`config.mk`:
```
export PLATFORM = sky130hd
export DESIGN_NAME = hilo_muldiv_unit
export DESIGN_NICKNAME = d
export VERILOG_FILES = /design/src/rtl/hilo_muldiv_unit.sv
export SDC_FILE = /design/constraint.sdc
export NUM_CORES = 1
export LEC_CHECK = 0
export BUFFER_PORTS_ARGS = -buffer_cell sky130_fd_sc_hd__buf_2
export CORE_MARGIN = 2
export CORE_UTILIZATION = 58
export CTS_BUF_LIST = sky130_fd_sc_hd__clkbuf_8
export CTS_CLUSTER_SIZE = 12
export DETAILED_ROUTE_END_ITERATION = 10
export PLACE_DENSITY_LB_ADDON = 0.05
export SLEW_MARGIN = 20
export SYNTH_ARGS = -nofsm -noshare
export SYNTH_HDL_FRONTEND = slang
export SYNTH_SLANG_ARGS = --single-unit
```
`constraint.sdc`:
```
create_clock -name clk -period 3.4 [get_ports clk]
set_clock_uncertainty 0.15 [all_clocks]
set_input_delay 0 -clock clk [delete_from_list [all_inputs] [get_ports clk]]
set_output_delay 0 -clock clk [all_outputs]
set_load 0.05 [all_outputs]
```
`src/rtl/hilo_muldiv_unit.sv`:
```
// HI/LO register owner with 33-cycle iterative MULT/MULTU/DIV/DIVU and 1-cycle MTHI/MTLO.
// Define HILO_FAST_MULT_EN to replace the shift-add multiply with a registered single-cycle product.
module hilo_muldiv_unit #(
   parameter int unsigned ITER_BITS = 1
) (
   input  logic        clk,
   input  logic        reset,
   input  logic        start,
   input  logic [2:0]  op,
   input  logic [31:0] a,
   input  logic [31:0] b,
   input  logic        cancel,
   output logic        busy,
   output logic        done,
   output logic [31:0] hi,
   output logic [31:0] lo
);

   typedef enum logic [1:0] {IDLE, MUL, DIV, FIX} state_t;

   typedef enum logic [2:0] {
      OP_MULT  = 3'd0,
      OP_MULTU = 3'd1,
      OP_DIV   = 3'd2,
      OP_DIVU  = 3'd3,
      OP_MTHI  = 3'd4,
      OP_MTLO  = 3'd5
   } op_t;

   generate
      if (ITER_BITS != 1) begin : g_iter_check
         $error("hilo_muldiv_unit: only ITER_BITS=1 is supported");
      end
   endgenerate

   state_t      r_state;
   state_t      w_state_n;

   logic [31:0] r_hi;
   logic [31:0] r_lo;
   logic        r_done;
   logic [5:0]  r_cnt;
   logic [63:0] r_prod;
   logic [63:0] r_mcand;
   logic [31:0] r_mplr;
   logic [31:0] r_rem;
   logic [31:0] r_quo;
   logic [31:0] r_div;
   logic        r_neg;
   logic        r_rneg;
   logic        r_is_div;

   logic        w_go;
   logic        w_signed;
   logic        w_sa;
   logic        w_sb;
   logic        w_last;
   logic [31:0] w_abs_a;
   logic [31:0] w_abs_b;
   logic [32:0] w_shift;
   logic        w_fits;
   logic [31:0] w_diff;
   logic [63:0] w_prod_fix;

`ifdef HILO_FAST_MULT_EN
   logic [63:0] w_fast_a;
   logic [63:0] w_fast_b;
   logic [63:0] w_fast_prod;

   // Sign/zero-extend to 64 bits so one unsigned multiply serves MULT and MULTU.
   always_comb begin
      w_fast_a    = {{32{w_sa}}, a};
      w_fast_b    = {{32{w_sb}}, b};
      w_fast_prod = w_fast_a * w_fast_b;
   end
`endif

   always_comb begin
      w_signed   = ~op[0];
      w_sa       = w_signed & a[31];
      w_sb       = w_signed & b[31];
      w_abs_a    = w_sa ? (~a + 32'd1) : a;
      w_abs_b    = w_sb ? (~b + 32'd1) : b;
      w_shift    = {r_rem, r_quo[31]};
      w_fits     = (w_shift >= {1'b0, r_div});
      w_diff     = w_shift[31:0] - r_div;
      w_prod_fix = r_neg ? (~r_prod + 64'd1) : r_prod;
      w_last     = (r_cnt == 6'd31);
   end

   always_comb begin
      w_state_n = r_state;
      w_go      = 1'b0;
      case (r_state)
         IDLE: begin
            w_go = start & ~cancel;
            if (w_go) begin
               case (op)
                  OP_MULT, OP_MULTU: begin
`ifdef HILO_FAST_MULT_EN
                     w_state_n = FIX;
`else
                     w_state_n = MUL;
`endif
                  end
                  OP_DIV, OP_DIVU: w_state_n = DIV;
                  default:         w_state_n = IDLE;
               endcase
            end
         end
         MUL, DIV: begin
            if (cancel) begin
               w_state_n = IDLE;
            end else if (w_last) begin
               w_state_n = FIX;
            end
         end
         FIX:     w_state_n = IDLE;
         default: w_state_n = IDLE;
      endcase
   end

   always_ff @(posedge clk) begin
      if (reset) begin
         r_state <= IDLE;
      end else begin
         r_state <= w_state_n;
      end
   end

   always_ff @(posedge clk) begin
      if (reset) begin
         r_hi     <= '0;
         r_lo     <= '0;
         r_done   <= 1'b0;
         r_cnt    <= '0;
         r_prod   <= '0;
         r_mcand  <= '0;
         r_mplr   <= '0;
         r_rem    <= '0;
         r_quo    <= '0;
         r_div    <= '0;
         r_neg    <= 1'b0;
         r_rneg   <= 1'b0;
         r_is_div <= 1'b0;
      end else begin
         r_done <= 1'b0;
         case (r_state)
            IDLE: begin
               if (w_go) begin
                  case (op)
                     OP_MTHI: r_hi <= a;
                     OP_MTLO: r_lo <= a;
                     OP_MULT, OP_MULTU: begin
                        r_is_div <= 1'b0;
                        r_cnt    <= '0;
                        r_rneg   <= w_sa;
`ifdef HILO_FAST_MULT_EN
                        r_prod   <= w_fast_prod;
                        r_neg    <= 1'b0;
`else
                        r_prod   <= '0;
                        r_mcand  <= {32'd0, w_abs_a};
                        r_mplr   <= w_abs_b;
                        r_neg    <= w_sa ^ w_sb;
`endif
                     end
                     OP_DIV, OP_DIVU: begin
                        r_is_div <= 1'b1;
                        r_cnt    <= '0;
                        r_rneg   <= w_sa;
                        // Zero divisor keeps the quotient positive so LO reads all-ones.
                        r_neg    <= (w_sa ^ w_sb) & (b != '0);
                        r_rem    <= '0;
                        r_quo    <= w_abs_a;
                        r_div    <= w_abs_b;
                     end
                     default: ;
                  endcase
               end
            end
            MUL: begin
               if (r_mplr[0]) begin
                  r_prod <= r_prod + r_mcand;
               end
               r_mcand <= r_mcand << 1;
               r_mplr  <= r_mplr >> 1;
               r_cnt   <= r_cnt + 6'd1;
            end
            DIV: begin
               if (w_fits) begin
                  r_rem <= w_diff;
                  r_quo <= {r_quo[30:0], 1'b1};
               end else begin
                  r_rem <= w_shift[31:0];
                  r_quo <= {r_quo[30:0], 1'b0};
               end
               r_cnt <= r_cnt + 6'd1;
            end
            FIX: begin
               if (!cancel) begin
                  r_done <= 1'b1;
                  if (r_is_div) begin
                     r_lo <= r_neg  ? (~r_quo + 32'd1) : r_quo;
                     r_hi <= r_rneg ? (~r_rem + 32'd1) : r_rem;
                  end else begin
                     r_hi <= w_prod_fix[63:32];
                     r_lo <= w_prod_fix[31:0];
                  end
               end
            end
            default: ;
         endcase
      end
   end

   assign busy = (r_state != IDLE);
   assign done = r_done;
   assign hi   = r_hi;
   assign lo   = r_lo;

endmodule

```
# Word level (Yosys, flattened, before mapping)

Index checks and enable logic that the tools add are counted.

Multiplexer cells: 45
Equality and inequality tests: 19
Bitwise gates (word level): 13
Magnitude comparators: 1
Reductions and logical operators: 24
$add $sub $neg: 8

Operators by type and width:

| cell                                                            | number |
|---|---|
| 32-bit 2-to-1 mux                                               | 19 |
| 64-bit 2-to-1 mux                                               | 6 |
| 32-bit one-hot mux with 2 select lines                          | 5 |
| 64-bit one-hot mux with 2 select lines                          | 2 |
| 32-bit by 1-bit adder with 32-bit output, second input constant | 4 |
| 32-bit NOT                                                      | 4 |
| 64-bit by 1-bit adder with 64-bit output, second input constant | 1 |
| 64-bit adder                                                    | 1 |
| 64-bit NOT                                                      | 1 |
| 33-bit by 32-bit greater-or-equal comparator with 1-bit output  | 1 |
| 32-bit nonzero test                                             | 1 |
| 32-bit subtractor                                               | 1 |
| 3-bit AND reduction                                             | 6 |
| 6-bit 2-to-1 mux                                                | 2 |
| 6-bit one-hot mux with 2 select lines                           | 1 |
| 4-bit AND reduction                                             | 3 |
| 2-bit nonzero test                                              | 6 |
| 2-bit != test, second input constant                            | 5 |
| 2-bit by 1-bit != test with 1-bit output, second input constant | 4 |
| 2-bit OR reduction                                              | 4 |
| 6-bit by 1-bit adder with 6-bit output, second input constant   | 1 |
| 3-bit by 2-bit == test with 1-bit output, second input constant | 2 |
| 3-bit == test, second input constant                            | 2 |
| 6-bit by 5-bit == test with 1-bit output, second input constant | 1 |
| 16 further kinds                                                | 27 |

Output and inout bits: 66
Logic and storage cells: 124
Flip-flop bits (word level): 332

# Depth between registers and ports, before layout

Word-level depth: 6
Mapped depth: 14

# Least setup slack after synthesis

Ideal clock, no wire load.

Path type: flip-flop to flip-flop
Start: reg r_quo[0]
End: reg r_lo[22] (netlist: lo[22])
Slack: 0.017 ns
Setup time: 0.132 ns
Period minus slack after synthesis: 3.383 ns
Arrival: 3.102 ns
Path buffers: 0
Cell stages (with the launch flop): 13
Cell sequence: dfxtp_1 inv_1 ha_1 or3b_2 or4_1 nand2b_1 or4_4 or3_1 a211o_1 nand3_1 a21oi_1 nor3_1 nor3_1

Longest elaborated chain between the ends: 6

Ends and longest elaborated chain:

| item                                     | RTL line | source |
|---|---|---|
| from (decl)                              | 47       | `logic [31:0] r_quo;` |
| from (signal assigned)                   | 175      | `r_quo <= w_abs_a;` |
| from (signal assigned)                   | 193      | `r_quo <= {r_quo[30:0], 1'b1};` |
| from (signal assigned)                   | 196      | `r_quo <= {r_quo[30:0], 1'b0};` |
| 32-bit NOT                               | 204      | `r_lo <= r_neg ? (~r_quo + 32'd1) : r_quo;` |
| 32-bit by 1-bit adder with 32-bit output | 204      |  |
| 32-bit 2-to-1 mux                        | 204      |  |
| 32-bit 2-to-1 mux                        | 203      | `if (r_is_div) begin` |
| 32-bit 2-to-1 mux                        | 201      | `if (!cancel) begin` |
| 32-bit one-hot mux with 2 select lines   | 148      | `case (r_state)` |
| to (signal assigned)                     | 204      |  |
| to (signal assigned)                     | 208      | `r_lo <= w_prod_fix[31:0];` |
| to (decl)                                | 40       | `logic [31:0] r_lo;` |

Every way passes these cells. The select of a mux whose other input is x is not followed.
A chain may end at the register's enable or synchronous reset.

# Worst setup path after layout

Start: reg r_prod[1]
End: reg r_hi[31] (netlist: hi[31])

Longest elaborated chain between the ends: 6

Ends and longest elaborated chain:

| item                                     | RTL line | source |
|---|---|---|
| from (decl)                              | 43       | `logic [63:0] r_prod;` |
| from (signal assigned)                   | 184      | `r_prod <= r_prod + r_mcand;` |
| 64-bit NOT                               | 87       | `w_prod_fix = r_neg ? (~r_prod + 64'd1) : r_prod;` |
| 64-bit by 1-bit adder with 64-bit output | 87       |  |
| 64-bit 2-to-1 mux                        | 87       |  |
| 32-bit 2-to-1 mux                        | 203      |  |
| 32-bit 2-to-1 mux                        | 201      |  |
| 32-bit one-hot mux with 2 select lines   | 148      |  |
| to (signal assigned)                     | 205      | `r_hi <= r_rneg ? (~r_rem + 32'd1) : r_rem;` |
| to (signal assigned)                     | 207      | `r_hi <= w_prod_fix[63:32];` |
| to (decl)                                | 39       | `logic [31:0] r_hi;` |

Every way passes these cells. The select of a mux whose other input is x is not followed.

==> metrics.md <==
| Metric | Value |
|---|---|
| WL met2 | approximately 37,000 microns |
| Placed inst area | roughly 25,000 sq um |
| Crit path required time | approximately 3.8 ns |
| Pre-CTS WS | -0.252 ns |
| Synth area leaders | dfxtp_1, nand2_1, a21oi_1, ha_1, xnor2_1 |
| Hpwl dp | 62,500 microns |
| Post-DR wirelength/cell | around 21 microns |
| DP Cell Count | approximately 3,800 |
| Core Area | around 40,000 sq um |
| Run status | complete, no violations |
| Slew Limit Fails | 0 |
| Vias | 24,900 |
| PnR worst setup slack | between 0.04 and 0.05 ns |
| Fmax achieved | about 300 MHz |
| # clock sinks | roughly 330 |
| Die Wd | around 200 microns |
| Finished layout cell area | roughly 28,000 sq um |
| FFs w/ async S/R, synth | 0% |
| Syn nets | about 3,300 |
| CTS tree | yes |
| Slew margin rel. | between 40% and 50% |
| Post-route minimum period | ~3.4 ns |
| Post-Synthesis Cells | ~3,100 |
| Final instance count without filler cells | 3,969 |
| Cell area after synthesis | roughly 23,000 sq um |
| Post-synthesis register bit count | between 300 and 400 |
| First-pass GRT wire length | around 130,000 microns |
| Post-synth top area share | between 20 and 30% |
| Hold Fails Final Rpt | 0 |
| Most common cell in the netlist | nand2_1 |
| WL final | 84,600 microns |
| Top sig layer | met4 |
| Root Buffer | clkbuf_8 |
| Element type at the critical path start | flop |
| Final ANT Viol Nets | 0 |
| Met3 WL | around 7500 microns |
| Final setup fails | 0 |
| Largest net degree at the start of global routing | around 140 |
| M1 wire length | roughly 35,000 microns |
| Worst Path Class, Setup | reg2reg |
| Vias per std cell | approximately 6.3 |
| Hold Crit Class | in2reg |
| Total track usage | 39.6% |
| Fin nets | 3,576 |
| Worst slew pin tran | slightly above 0.8 ns |
| Initial antenna violation count | 1 |
| Cell variety after synth | 76 |
| Clock Pin Slew Worst Setup and Hold Paths | 0.06 ns |
| Power per cell area | 417 nW/um^2 |
| Initial DRC Count | approximately 2,600 |
| DIE AREA | just over 40,000 sq um |
| CP Capture Type | flop |
| Synth Flop Type | dfxtp_1 |
| Aggregate global routing overflow | 0 |
| Die height | 204 microns |
| Synth-to-Final Area Change | 20.4% |
| Max VDD drop | 0.000406 V |
| Htree depth | 2 |
| Residual DRC | 0 |
| Period utilisation layout | 98.5% |
| Worst-Skew Late Latency | 0.68 ns |
| DR pass1 iterations | 6 |
| Synth cell count leaders | nand2_1, dfxtp_1, a21oi_1 |
| Avg Inst Size Synth | between 7 and 8 sq um |
| Synth warn | 0 |
| Fraction of layout cells with a size suffix above 1 | between 15 and 20% |
| RSZ-0062 raised after global routing | yes |
| Post-synthesis sequential area ratio | between 20% and 30% |
| Core Rows | 73 |
| CP Data Arrival Time | 3.74 ns |
| Setup TNS | 0 ns |
| Max-cap viol count | 0 |
| IO Port Bufs | around 140 |
| CTS buffer count | between 50 and 60 |
| Leak Pwr | 11.4 nW |
| Starting Density | 58.6% |
| Number of global-route vias before repair | 23,200 |
| Crit path max fanout | 5 |
| Post-synth EDFFs | 0 |
| Clock buffer depth | 3 |
| Gpl congestion | 1.01 |
| I/O Pins | 137 |
| Total chip power | 0.0116 W |
| Cell accounting for the most synthesized area | dfxtp_1 |
[sequential cells by signal (all words and copies together), names as in the netlist, 2 cells and up]
signal,count
hi,32
lo,32
r_cnt,6
r_div,32
r_mcand,64
r_mplr,32
r_prod,64
r_quo,32
r_rem,32
r_state,2
[per-layer routing]
layer | GRT usage [%] | up-vias
met2 | 61.7 | 1207
met1 | 51.3 | 11700
met3 | 6.35 | 255
met4 | 24.3 | 0
li1 | - | 11800
met5 | 0 | -
[stage by stage]
| step | hold WS [ns] | util, % |
|---|---|---|
| 2_1_floorplan | -0.0739 | - |
| 3_3_place_gp | 0.0812 | 63.7 |
| 3_5_place_dp | 0.0861 | 63.7 |
| 4_1_cts | 0.157 | 69.6 |
| 5_1_grt | 0.215 | 70.5 |
| 6_report | 0.196 | 70.5 |
[area by class of cell]
cell class | instances | area (sq um)
multi-input combinational | 2512 | 15900
fill | 3293 | 11700
sequential | 332 | 6660
timing repair buffer | 413 | 3100
clock buffer | 77 | 1060
tap | 525 | 657
inverter | 80 | 300
clock inverter | 29 | 199
antenna | 1 | 2.50
[cells in the final DEF (no fill, tap or decap), types with 28 or more instances in the layout]
master / count
a22oi_1: 28
nor2_1: 282
mux2i_1: 38
a21oi_1: 304
o21ai_0: 188
nor3_1: 48
o211ai_1: 101
a21o_1: 64
buf_2: 135
clkbuf_8: 78
xor2_1: 109
a311oi_1: 37
nand4_1: 34
inv_1: 93
o31ai_1: 37
ha_1: 99
dlygate4sd3_1: 93
xnor2_1: 139
nand2b_1: 71
nand2_1: 445
nand3_1: 69
dfxtp_1: 323
buf_4: 173
a211oi_1: 51
[what timing repair did]
| item | in CTS | in global routing |
|---|---|---|
| pin swaps | 17 | 38 |
| hold buffers | 93 | 0 |
| setup endpoints to repair | 27 | 50 |
| endpoints found under the hold margin | 231 | 0 |
| buffers inserted | 4 | 11 |
| gates cloned | 0 | 0 |
| gates resized for setup | 28 | 70 |
[cells by family (layout without fill, tap and decap cells)]
logic type               count (synthesis)  in the layout  synth area share (%)
AO/OA/AOI/OAI                          991            991                  27.2
other                                    0              1                     0
XOR/XNOR                               248            248                  9.38
AND/OR/NAND/NOR                       1126           1126                  22.5
buffers and inverters                  284            599                  4.62
flip-flops                             332            332                  28.7
multiplexers                            40             40                  1.79
adder cells (fa/ha/maj)                107            107                  5.84
[worst paths after layout]
kind | from | end | slack, ns | depth (start not counted)
setup / recovery | r_prod[1]$_SDFFE_PP0P_ | hi[31]$_SDFFE_PP0P_ | 0.05 | 12
setup reg to reg | r_prod[1]$_SDFFE_PP0P_ | hi[31]$_SDFFE_PP0P_ | 0.05 | 12
hold / removal | b[24] | r_div[24]$_SDFFE_PP0P_ | 0.20 | 4
hold reg to reg | r_mplr[30]$_SDFFE_PP0P_ | r_mplr[30]$_SDFFE_PP0P_ | 0.30 | 2
[worst max-delay path, cell delays in order (launching register included)]
cell	delay (ns)
dfxtp_2	0.33
buf_6	0.12
or4_4	0.55
nor4_4	0.13
buf_4	0.18
nand4_4	0.12
or4_4	0.53
or3_4	0.42
o41ai_4	0.22
xor2_1	0.18
a211oi_1	0.09
a21oi_1	0.15
nor2_1	0.05
[report_power, final]
part,leakage (nW),total [W],switching (W),internal (W)
clock network,0.722,0.00402,0.00178,0.00224
logic,7.98,0.00334,0.00217,0.00117
registers,2.69,0.00426,0.000178,0.00409
total,11.4,0.0116,0.00412,0.00750
No activity file was read; power rests on OpenSTA's default activity.
